File: src/rtl/div_pkg.sv
// -----------------------------------------------------------------------------
// div_pkg
// Shared definitions for the sequential restoring divider.
//   DIV_WIDTH   : default operand / quotient / remainder width
//   DIV_CNT_W   : iteration counter width for the default width
//   div_state_t : divider control states
// -----------------------------------------------------------------------------
package div_pkg;

    localparam int DIV_WIDTH = 32;
    localparam int DIV_CNT_W = $clog2(DIV_WIDTH + 1);

    typedef enum logic [1:0] {
        IDLE  = 2'd0,
        BUSY  = 2'd1,
        FIXUP = 2'd2,
        DONE  = 2'd3
    } div_state_t;

endpackage : div_pkg

File: src/rtl/div_step.sv
// -----------------------------------------------------------------------------
// div_step
// One combinational restoring-division step. The partial remainder and the
// dividend/quotient shift register are shifted left one place together; the
// dividend MSB moves into the remainder and the new quotient bit enters at the
// LSB of the quotient.
// Ports:
//   rem_in  [WIDTH:0]   partial remainder before the step
//   quo_in  [WIDTH-1:0] remaining dividend bits / quotient bits so far
//   divisor [WIDTH-1:0] divisor magnitude
//   rem_out [WIDTH:0]   partial remainder after the step
//   quo_out [WIDTH-1:0] shifted register with the new quotient bit in bit 0
// -----------------------------------------------------------------------------
module div_step
    import div_pkg::*;
#(
    parameter int WIDTH = DIV_WIDTH
) (
    input  logic [WIDTH:0]   rem_in,
    input  logic [WIDTH-1:0] quo_in,
    input  logic [WIDTH-1:0] divisor,
    output logic [WIDTH:0]   rem_out,
    output logic [WIDTH-1:0] quo_out
);

    logic [WIDTH+1:0] w_shift;
    logic [WIDTH+1:0] w_trial;

    // Trial subtraction one bit wider than the shifted remainder so the
    // borrow (bit WIDTH+1) cleanly signals a negative result.
    always_comb begin
        w_shift = {rem_in, quo_in[WIDTH-1]};
        w_trial = w_shift - {2'b00, divisor};
        if (w_trial[WIDTH+1] == 1'b0) begin
            rem_out = w_trial[WIDTH:0];
            quo_out = {quo_in[WIDTH-2:0], 1'b1};
        end else begin
            rem_out = w_shift[WIDTH:0];
            quo_out = {quo_in[WIDTH-2:0], 1'b0};
        end
    end

endmodule : div_step

File: src/rtl/divider_seq.sv
// -----------------------------------------------------------------------------
// divider_seq
// Sequential restoring divider, one quotient bit per clock, sharing the
// start/ready handshake of the shift-add multiplier.
// Ports:
//   clk, rst_n   clock, asynchronous active-low reset
//   start        load operands and begin (level; held high restarts each edge)
//   A, B         dividend, divisor
//   Quotient     quotient  (LO)
//   Remainder    remainder (HI)
//   ready        1 = idle/done, results valid and held
//   div_by_zero  1 = last division had B == 0
//   is_signed    only with SIGNED_DIV_EN: 1 = DIV, 0 = DIVU
// Configuration macro: SIGNED_DIV_EN adds signed division and a FIXUP state
// (fixed latency WIDTH+1); without it the latency is exactly WIDTH edges.
// -----------------------------------------------------------------------------
module divider_seq
    import div_pkg::*;
#(
    parameter int WIDTH = DIV_WIDTH
) (
    input  logic             clk,
    input  logic             rst_n,
    input  logic             start,
    input  logic [WIDTH-1:0] A,
    input  logic [WIDTH-1:0] B,
`ifdef SIGNED_DIV_EN
    input  logic             is_signed,
`endif
    output logic [WIDTH-1:0] Quotient,
    output logic [WIDTH-1:0] Remainder,
    output logic             ready,
    output logic             div_by_zero
);

    localparam int              CNT_W = $clog2(WIDTH + 1);
    localparam logic [CNT_W-1:0] LAST  = CNT_W'(WIDTH - 1);

    div_state_t       r_state;
    logic [CNT_W-1:0] r_cnt;
    logic [WIDTH:0]   r_rem;
    logic [WIDTH-1:0] r_quo;
    logic [WIDTH-1:0] r_div;
    logic             r_ready;
    logic             r_dbz;

    logic [WIDTH:0]   w_rem_nxt;
    logic [WIDTH-1:0] w_quo_nxt;
    logic [WIDTH-1:0] w_op_a;
    logic [WIDTH-1:0] w_op_b;
    logic             w_b_zero;

`ifdef SIGNED_DIV_EN
    logic             r_neg_q;
    logic             r_neg_r;
    logic             w_neg_a;
    logic             w_neg_b;

    // Signed operands are reduced to magnitudes; the signs drive the fixup.
    always_comb begin
        w_neg_a = is_signed & A[WIDTH-1];
        w_neg_b = is_signed & B[WIDTH-1];
        if (w_neg_a) begin
            w_op_a = ~A + {{(WIDTH-1){1'b0}}, 1'b1};
        end else begin
            w_op_a = A;
        end
        if (w_neg_b) begin
            w_op_b = ~B + {{(WIDTH-1){1'b0}}, 1'b1};
        end else begin
            w_op_b = B;
        end
    end
`else
    // Unsigned build: operands pass straight through.
    always_comb begin
        w_op_a = A;
        w_op_b = B;
    end
`endif

    assign w_b_zero = (B == {WIDTH{1'b0}});

    div_step #(.WIDTH(WIDTH)) u_step (
        .rem_in  (r_rem),
        .quo_in  (r_quo),
        .divisor (r_div),
        .rem_out (w_rem_nxt),
        .quo_out (w_quo_nxt)
    );

    // Control FSM and datapath registers; start takes priority in every state,
    // which also gives the abort/restart behaviour while BUSY.
    always_ff @(posedge clk or negedge rst_n) begin
        if (!rst_n) begin
            r_state <= IDLE;
            r_cnt   <= {CNT_W{1'b0}};
            r_rem   <= {(WIDTH+1){1'b0}};
            r_quo   <= {WIDTH{1'b0}};
            r_div   <= {WIDTH{1'b0}};
            r_ready <= 1'b1;
            r_dbz   <= 1'b0;
`ifdef SIGNED_DIV_EN
            r_neg_q <= 1'b0;
            r_neg_r <= 1'b0;
`endif
        end else if (start) begin
            r_cnt <= {CNT_W{1'b0}};
            if (w_b_zero) begin
                // Divide by zero completes in the start edge itself.
                r_state <= DONE;
                r_quo   <= {WIDTH{1'b1}};
                r_rem   <= {1'b0, A};
                r_div   <= {WIDTH{1'b0}};
                r_ready <= 1'b1;
                r_dbz   <= 1'b1;
`ifdef SIGNED_DIV_EN
                r_neg_q <= 1'b0;
                r_neg_r <= 1'b0;
`endif
            end else begin
                r_state <= BUSY;
                r_quo   <= w_op_a;
                r_rem   <= {(WIDTH+1){1'b0}};
                r_div   <= w_op_b;
                r_ready <= 1'b0;
                r_dbz   <= 1'b0;
`ifdef SIGNED_DIV_EN
                r_neg_q <= w_neg_a ^ w_neg_b;
                r_neg_r <= w_neg_a;
`endif
            end
        end else begin
            case (r_state)
                BUSY: begin
                    r_rem <= w_rem_nxt;
                    r_quo <= w_quo_nxt;
                    r_cnt <= r_cnt + {{(CNT_W-1){1'b0}}, 1'b1};
                    if (r_cnt == LAST) begin
`ifdef SIGNED_DIV_EN
                        r_state <= FIXUP;
`else
                        r_state <= DONE;
                        r_ready <= 1'b1;
`endif
                    end
                end
`ifdef SIGNED_DIV_EN
                FIXUP: begin
                    // Truncate toward zero: quotient takes the XOR of the
                    // signs, remainder takes the dividend's sign.
                    if (r_neg_q) begin
                        r_quo <= ~r_quo + {{(WIDTH-1){1'b0}}, 1'b1};
                    end
                    if (r_neg_r) begin
                        r_rem <= {1'b0, ~r_rem[WIDTH-1:0] + {{(WIDTH-1){1'b0}}, 1'b1}};
                    end
                    r_state <= DONE;
                    r_ready <= 1'b1;
                end
`endif
                default: begin
                    r_state <= r_state;
                end
            endcase
        end
    end

    assign Quotient    = r_quo;
    assign Remainder   = r_rem[WIDTH-1:0];
    assign ready       = r_ready;
    assign div_by_zero = r_dbz;

endmodule : divider_seq

File: config.mk
export PLATFORM = sky130hd
export DESIGN_NAME = divider_seq
export DESIGN_NICKNAME = d
export VERILOG_FILES = /design/src/rtl/div_pkg.sv /design/src/rtl/div_step.sv /design/src/rtl/divider_seq.sv
export SDC_FILE = /design/constraint.sdc
export NUM_CORES = 1
export LEC_CHECK = 0
export BUFFER_PORTS_ARGS = -buffer_cell sky130_fd_sc_hd__buf_4
export CAP_MARGIN = 0
export CORE_ASPECT_RATIO = 1.5
export CORE_MARGIN = 3
export CORE_UTILIZATION = 35
export DETAILED_ROUTE_END_ITERATION = 10
export MAX_ROUTING_LAYER = met4
export SKIP_LAST_GASP = 1
export SYNTH_ARGS = -nofsm -noshare
export SYNTH_HDL_FRONTEND = slang
export SYNTH_SLANG_ARGS = --single-unit
File: constraint.sdc
create_clock -name clk -period 2.98 [get_ports clk]
set_clock_uncertainty 0.15 [all_clocks]
set_input_delay 0.447 -clock clk [delete_from_list [all_inputs] [get_ports clk]]
set_output_delay 0.447 -clock clk [all_outputs]
set_load 0.03 [all_outputs]
# --- Yosys cells after proc, flatten, opt, wreduce, memory -nomap -nowiden ---
# Index checks and enable logic that the tools add are counted.
# Widths: inputs -> output; s select.
classes:
  addsub: 2
  eq_ne: 2
  n_mux: 19
  n_reduce_logical: 4
ops:
  columns: ["op", "count"]
  rows:
  - ["$mux 32", 5]
  - ["$mux 33", 3]
  - ["$sub 34x32->34", 1]
  - ["$logic_not 32->1", 1]
  - ["$mux 6", 2]
  - ["$mux 2", 4]
  - ["$add 6x1->6 const B", 1]
  - ["$eq 6x5->1 const B", 1]
  - ["$mux 1", 5]
  - ["$reduce_bool 2->1", 2]
  - ["$eq 2x1->1 const B", 1]
  - ["$reduce_and 2->1", 1]
totals:
  ff_bits: 107
  in_bits: 67
  output_inout_bits: 66
  wordCells: 34

# --- Depth between registers and ports, before layout ---
# Gate-level depths: netlist of run 1.
logic_depth:
  depth_word: 4
  depth_mapped: 15
  depth_no_buf: 12

# --- Modules after synthesis ---
# From an unflattened synthesis of run 1, not the netlist that was laid out.
unflattened:
  hier_cells: 814
  area_unflattened_um2: 7767.4
by_module_without_submodules:
  columns: ["mod", "instances", "cells_each", "area_per_inst_um2", "seq_area_each_um2"]
  rows:
  - ["divider_seq", 1, 477, 5321.4, 2678.8]
  - ["div_step", 1, 337, 2446.1, 0.0]

# --- Worst setup path after synthesis of run 1 ---
# Ideal clock, no wire load.
synth_path:
  kind: "register to register"
  from: "register r_quo[31], in the netlist Quotient[31]"
  to: "register r_rem[32]"
  setup_time_ps: 124
  arrival_time_ps: 2753
  t_required_ps: 2706
  path_slack_ps: -47
  stages_incl_launch_ff: 13
  path_buffers: 0
  synth_period_minus_slack_ps: 3027
  cell_sequence: "dfrtp_1 -> inv_1 -> ha_1 -> fa_1 -> nor2b_1 -> o2111ai_1 -> a211oi_1 -> or3_1 -> a21o_1 -> a21oi_1 -> o31ai_1 -> mux2i_1 -> a211o_1"
synth_between:
  elab_chain_cells: 4
synth_rtl:
  columns: ["element", "line_no", "text"]
  rows:
  - ["start: declaration", "divider_seq.sv:42", "logic [WIDTH-1:0] r_quo;"]
  - ["start signal: assignment", "divider_seq.sv:99", "r_quo <= {WIDTH{1'b0}};"]
  - ["start signal: assignment", "divider_seq.sv:112", "r_quo <= {WIDTH{1'b1}};"]
  - ["start signal: assignment", "divider_seq.sv:123", "r_quo <= w_op_a;"]
  - ["$sub 34x32->34", "div_step.sv:33", "w_trial = w_shift - {2'b00, divisor};"]
  - ["$mux 33", "div_step.sv:34", "if (w_trial[WIDTH+1] == 1'b0) begin"]
  - ["$mux 33", "divider_seq.sv:134", "case (r_state)"]
  - ["$mux 33", "divider_seq.sv:107", "end else if (start) begin"]
  - ["end signal: assignment", "divider_seq.sv:113", "r_rem <= {1'b0, A};"]
  - ["end signal: assignment", "divider_seq.sv:124", "r_rem <= {(WIDTH+1){1'b0}};"]
  - ["end signal: assignment", "divider_seq.sv:136", "r_rem <= w_rem_nxt;"]
  - ["end: declaration", "divider_seq.sv:41", "logic [WIDTH:0] r_rem;"]
# No other way between the ends. The select of a mux whose other input is x is not followed.
# A chain may end at the register's enable or synchronous reset.

# --- Worst setup path after layout of run 1 ---
layout_path:
  from: "register r_rem[0]"
  to: "register r_rem[1]"
layout_between:
  elab_chain_cells: 4
layout_rtl:
  columns: ["element", "line_no", "text"]
  rows:
  - ["start signal: assignment", "divider_seq.sv:98", "r_rem <= {(WIDTH+1){1'b0}};"]
  - ["start signal: assignment", "divider_seq.sv:113", null]
  - ["start signal: assignment", "divider_seq.sv:124", null]
  - ["$sub 34x32->34", "div_step.sv:33", null]
  - ["$mux 33 (*)", "div_step.sv:34", null]
  - ["$mux 33 (*)", "divider_seq.sv:134", null]
  - ["$mux 33 (*)", "divider_seq.sv:107", null]
# Every way passes the cells marked *; elsewhere a longest branch is shown, timed or not. The select of a mux whose other input is x is not followed.

==> results of run 1 <==
## Yosys cell counts, types with 4 or more instances
master    count  area share
nor4_1       10      0.0090
xnor2_1      18       0.023
a21oi_1      36       0.026
clkbuf_1     30       0.016
buf_1         8      0.0043
nor2b_1       6      0.0054
a22o_1        7      0.0088
mux2_2        4      0.0065
a211oi_1      5      0.0054
a31oi_1      12       0.011
o21ai_0     142        0.10
a22oi_1      25       0.027
nand3_1      18       0.013
inv_1        41       0.022
buf_4        32       0.035
buf_6         4      0.0065
nand2_1     105       0.057
o21a_1        7      0.0075
nor2_1       28       0.015
nand4_1       8      0.0072
nor3_1        6      0.0043
or3_1        37       0.033
xor2_1       11       0.014
ha_1         33       0.059
a21o_1       10       0.011
dfrtp_1     106        0.38
mux2i_1      22       0.032
## where the power goes
| part | total [mW] | internal (mW) | leakage [nW] | switching [mW] |
|---|---|---|---|---|
| registers | 1.68 | 1.58 | 1.34 | 0.0972 |
| clock network | 1.29 | 0.728 | 0.152 | 0.561 |
| logic | 1.37 | 0.562 | 2.55 | 0.809 |
## kinds of logic after synthesis
logic type,Yosys count
AOI/OAI and AO/OA,275
and+or+nand+nor,233
buffers and inverters,117
DFF,107
adders and majority gates,34
xor gates and xnor gates,29
muxes,26
## worst max-delay path by stage
stage                            end  depth (start not counted)  slack (ns)                      from
4_1_cts         r_rem[1]$_DFFE_PN0P_                         11        0.01      r_rem[0]$_DFFE_PN0P_
6_report        r_rem[1]$_DFFE_PN0P_                         12        0.08      r_rem[0]$_DFFE_PN0P_
3_3_place_gp   r_rem[32]$_DFFE_PN0P_                         11        0.03     r_div[13]$_DFFE_PN0P_
2_1_floorplan  r_rem[32]$_DFFE_PN0P_                         12        0.04  Quotient[31]$_DFFE_PN0P_
5_1_grt        r_rem[32]$_DFFE_PN0P_                         12       -0.06  Quotient[31]$_DFFE_PN0P_
3_5_place_dp   r_rem[32]$_DFFE_PN0P_                         12       -0.01  Quotient[31]$_DFFE_PN0P_
## cells in the final DEF (no fill, tap or decap), types with 8 or more instances in the layout
cell type / netlist / layout
a21o_1: 10 / 10
o21ai_0: 142 / 138
inv_1: 41 / 39
xor2_1: 11 / 11
dfrtp_1: 106 / 105
xnor2_1: 18 / 18
mux2i_1: 22 / 22
buf_4: 32 / 187
nand2_1: 105 / 105
or3_1: 37 / 36
a21oi_1: 36 / 34
ha_1: 33 / 28
nor2_1: 28 / 26
nand4_1: 8 / 8
nor4_1: 10 / 10
a31oi_1: 12 / 11
clkbuf_16: 0 / 10
a22oi_1: 25 / 25
nand3_1: 18 / 18
## per-stage QoR
stage,instance area [um2],instances,setup slack [ns]
3_3_place_gp,8330,1187,0.0264
4_1_cts,8640,1201,0.0103
6_report,8870,1211,0.0826
2_1_floorplan,6960,821,0.0428
5_1_grt,8870,1211,-0.0594
3_5_place_dp,8330,1187,-0.0103
## per-layer routing
metal	share of wire	global-route usage
met1	0.36	0.234
met2	0.55	0.401
met4	0.060	0.121
met3	0.030	0.0249
met5	0	-
## sequential cells by signal, summed over array words and instances (netlist names)
signal / flops
r_state: 2
r_cnt: 6
div_by_zero: 1
ready: 1
r_div: 32
r_rem: 33
Quotient: 32
## area by class of cell
class	instances	area (um2)	area share
Multi-Input combinational cell	597	3840	0.433
Sequential cell	107	2680	0.302
Timing Repair Buffer	196	1570	0.177
Tap cell	256	320	0.0361
Clock buffer	9	225	0.0254
Inverter	41	154	0.0174
Clock inverter	5	78.8	0.00889
## timing repair
item                                   4_1_cts  5_1_grt
buffers inserted                             0        9
endpoints found under the hold margin        0        0
gates cloned                                 0        1
setup endpoints to repair                    1       33
pin swaps                                    0       16
gates resized for setup                      1       33
==> impl_metrics.env, run 1 <==
export IMPL_outcome="complete, but fails checks"
export IMPL_failed_checks="hold timing"
export IMPL_start_util=0.360
export IMPL_synth_adder_area_share=0.0622
export IMPL_syn_area_um2=6960
export IMPL_path_common_cell="buf_6"
export IMPL_cap_violations=0
export IMPL_slew_headroom=0.577
export IMPL_drtIter0Drc=332
export IMPL_power_mw=4.34
export IMPL_grt_max_degree=108
export IMPL_synth_cell_type_count=57
export IMPL_cts_tree="done"
export IMPL_drc_errors=0
export IMPL_reg2reg_slack_ns=0.08
export IMPL_clock_tree_root_cell="clkbuf_16"
export IMPL_power_density_nw_per_um2=489
export IMPL_syn_inst=821
export IMPL_die_h_um=179
export IMPL_htreeDepth=3
export IMPL_hold_ws_ns=-0.0112
export IMPL_r2r_end="r_rem[1]$_DFFE_PN0P_"
export IMPL_fmaxAchievable_mhz=345
export IMPL_numCtsBuffers=9
export IMPL_antennaDiodeCount=0
export IMPL_cpPeakStageDelay_ns=0.41
export IMPL_crit_arrival_ns=3.02
export IMPL_dieArea_um2=21700
export IMPL_clk_latency_ns=0.36
export IMPL_crit_path_top_delay_cell="dfrtp_1"
export IMPL_track_usage=0.221
export IMPL_drive_gt1_frac=0.265
export IMPL_hp_class="in -> async"
export IMPL_min_period_ns=2.90
export IMPL_async_flop_share=1.00
export IMPL_synth_top_family_by_area="compound AO/OA/AOI/OAI gates"
export IMPL_path_max_fanout=7
export IMPL_port_buffers=132
export IMPL_overflow=0
export IMPL_ys_seq_area_frac=0.385
export IMPL_clock_tree_buffer_depth=2
export IMPL_grt_first_pass_wirelength_mm=35.8
export IMPL_synth_seq_cells=107
export IMPL_fillCellCount=1949
export IMPL_synth_simple_gate_area_frac=0.158
export IMPL_final_setup_tns_ns=0
export IMPL_drtPass1Iterations=4
export IMPL_period_share=0.972
export IMPL_clock_sinks=107
export IMPL_dpl_hpwl_mm=18.1
export IMPL_muxShareOfSynthArea=0.0381
export IMPL_core_um2=19300
export IMPL_antenna_found_initial=0
export IMPL_syn2layout_area_growth_pct=27.4
export IMPL_pin_count=133
export IMPL_clk_pin_slew_ns=0.07
export IMPL_hold_buffers=0
export IMPL_rows=62
export IMPL_hold_violations=5
export IMPL_irDropWorstVdd_v=0.000394
export IMPL_crit_chain="ha_1 -> nor2b_1 -> o2111ai_2 -> a211oi_2 -> o21ai_2 -> a31oi_2 -> o41a_1 -> buf_6 -> buf_6 -> nand2_4 -> mux2_2 -> o21ai_1"
export IMPL_die_w_um=121
export IMPL_final_setup_viol_count=0
export IMPL_r2r_start="r_rem[0]$_DFFE_PN0P_"
export IMPL_synth_compound_area_frac=0.235
export IMPL_gp_congestion=0.956
export IMPL_fin_nets=1053
export IMPL_synth_edf_count=0
export IMPL_synth_top_flop_cell="dfrtp_1"
export IMPL_num_vias=6518
export IMPL_synth_xor_area_frac=0.0365
export IMPL_rsz0062_at_grt="yes"
export IMPL_syn_avg_cell_area_um2=8.48
export IMPL_syn_num_nets=922
export IMPL_drv_slew=0
export IMPL_r2r_cells=12
export IMPL_detail_route_wl_per_cell_um=19.4
export IMPL_worst_slew_pin_slew_ns=0.635
export IMPL_cp_num_buf_inv=2
export IMPL_grt_pass1_vias=6467
export IMPL_via_per_inst=5.38
export IMPL_crit_family="compound AO/OA/AOI/OAI gates"
export IMPL_p_leak_nw=4.04
export IMPL_ant_nets=0
export IMPL_critical_path_class="reg -> reg"
export IMPL_cp_start_kind="flip-flop"
export IMPL_fin_util=0.459
export IMPL_wirelength_mm=23.5
export IMPL_crit_required_ns=3.11
export IMPL_yosysWarnings=0
export IMPL_critPathCaptureType="flip-flop"
(Power assumes the default switching activity.)
==> run 2, diff against run 1 <==
- REMOVE_ABC_BUFFERS: unset -> 1
==> impl_metrics.env, run 2 (synthesis results as in run 1) <==
export IMPL_outcome="finished clean"
export IMPL_hold_ws_ns=0.142
export IMPL_power_mw=4.16
export IMPL_cap_violations=0
export IMPL_r2r_start="r_rem[1]$_DFFE_PN0P_"
export IMPL_largest_register="r_rem"
export IMPL_start_util=0.360
export IMPL_critical_path_class="reg -> reg"
export IMPL_p_leak_nw=4.01
export IMPL_r2r_end="r_rem[16]$_DFFE_PN0P_"
export IMPL_irDropWorstVdd_v=0.000249
export IMPL_mostFrequentLayoutCells="buf_4, o21ai_0, dfrtp_1, nand2_1, inv_1"
export IMPL_wirelength_mm=21.5
export IMPL_grt_max_degree=55
export IMPL_grt_pass1_vias=6479
export IMPL_crit_arrival_ns=2.91
export IMPL_whs_path_depth=3
export IMPL_hp_class="in -> reg"
export IMPL_cp_start_kind="flip-flop"
export IMPL_final_setup_tns_ns=0
export IMPL_r2r_cells=10
export IMPL_num_vias=6426
export IMPL_ant_nets=0
export IMPL_min_period_ns=2.83
export IMPL_final_setup_viol_count=0
export IMPL_period_share=0.949
export IMPL_fillCellCount=1925
export IMPL_overflow=0
export IMPL_path_max_fanout=4
export IMPL_power_density_nw_per_um2=475
export IMPL_fin_nets=1053
export IMPL_crit_required_ns=3.06
export IMPL_largest_reg_flops=33
export IMPL_hold_violations=0
export IMPL_worst_slew_pin_slew_ns=0.614
export IMPL_drc_errors=0
export IMPL_drive_gt1_frac=0.263
export IMPL_hold_path_endpoint="r_div[6]$_DFFE_PN0P_"
export IMPL_fmaxAchievable_mhz=353
export IMPL_clk_pin_slew_ns=0.07
export IMPL_gp_congestion=0.917
export IMPL_clock_tree_root_cell="clkbuf_16"
export IMPL_reg2reg_slack_ns=0.15
export IMPL_antenna_found_initial=0
export IMPL_critPathCaptureType="flip-flop"
export IMPL_slew_headroom=0.587
export IMPL_htreeDepth=3
export IMPL_dpl_hpwl_mm=16.3
export IMPL_clock_tree_buffer_depth=2
export IMPL_dieArea_um2=21700
export IMPL_clk_latency_ns=0.36
export IMPL_numCtsBuffers=9
export IMPL_syn2layout_area_growth_pct=26.0
export IMPL_track_usage=0.206
export IMPL_port_buffers=132
export IMPL_rsz0062_at_grt="yes"
export IMPL_min_delay_start="B[6]"
export IMPL_drtIter0Drc=358
export IMPL_via_per_inst=5.30
export IMPL_detail_route_wl_per_cell_um=17.8
export IMPL_drv_slew=0
export IMPL_cts_tree="done"
export IMPL_rows=62
export IMPL_die_h_um=179
export IMPL_drtPass1Iterations=5
export IMPL_startpoint="r_rem[1]$_DFFE_PN0P_"
export IMPL_clock_sinks=107
export IMPL_pin_count=133
export IMPL_antennaDiodeCount=0
export IMPL_grt_first_pass_wirelength_mm=34.1
export IMPL_core_um2=19300
export IMPL_mostFrequentLayoutCell="buf_4"
export IMPL_die_w_um=121
-- run 2: changes by cell type in the layout (fill, tap and decap cells not counted), sizes merged --
cell         change
bufinv           -2
clkbuf           +2
clkinvlp         +2
dlygate4sd3      +1
inv              -1
-- run 2: routing by layer --
metal | up-vias | track usage | wire (um)
met3 | 36 | 0.0363 | 905
met5 | - | - | 0
met2 | 169 | 0.359 | 11300
met4 | 0 | 0.0687 | 611
met1 | 3070 | 0.241 | 8750
li1 | 3151 | - | -
-- run 2: cell type report --
cell class              count  area [um2]  share of cell area
multi-input cells         597        3820               0.436
flip-flops and latches    107        2680               0.305
repair buffers            196        1520               0.173
well taps                 256         320              0.0365
clock buffers              12         256              0.0292
inverters                  41         154              0.0175
clock inverters             4        25.0             0.00285
-- run 2: report_power, final --
part           leakage, nW  total [mW]  internal [mW]  switching (mW)
clock                0.135        1.17          0.611           0.563
combinational         2.53        1.32          0.544           0.778
sequential            1.34        1.67           1.58          0.0886
total                 4.01        4.16           2.73            1.43
-- run 2: worst max-delay path: stages (launching register included) --
cell       delay, ns
dfrtp_1         0.41
ha_1            0.38
nor2b_4         0.16
o2111ai_2       0.22
a21o_1          0.20
a41oi_2         0.14
or3_1           0.35
or2_2           0.29
mux2i_1         0.14
o2bb2ai_1       0.14
o21ai_0         0.11
-- run 2: stage by stage --
| step | instance area (um2) | utilization | worst slack [ns] | cells |
|---|---|---|---|---|
| finish | 8770 | 0.454 | 0.151 | 1213 |
| CTS | 8620 | 0.446 | 0.0229 | 1207 |
| global placement | 8310 | 0.430 | 0.0524 | 1190 |
| floorplan | 6520 | - | -1.02 | 745 |
| global route | 8770 | 0.454 | -0.00792 | 1213 |
| detailed placement | 8310 | 0.430 | 0.0207 | 1190 |
-- run 2: what timing repair did --
action                                  4_1_cts  5_1_grt
endpoints found under the setup margin        2       32
endpoints found under the hold margin        39        0
pin swaps                                     0        9
hold buffers                                  1        0
buffers inserted                              0        6
resized for setup                             1       27
-- run 2: worst max-delay path by stage --
stage	end	cells after the start
floorplan	r_rem[13]$_DFFE_PN0P_	5
global placement	r_rem[0]$_DFFE_PN0P_	11
detailed placement	r_rem[20]$_DFFE_PN0P_	11
CTS	r_rem[19]$_DFFE_PN0P_	12
global route	r_rem[16]$_DFFE_PN0P_	10
finish	r_rem[16]$_DFFE_PN0P_	10
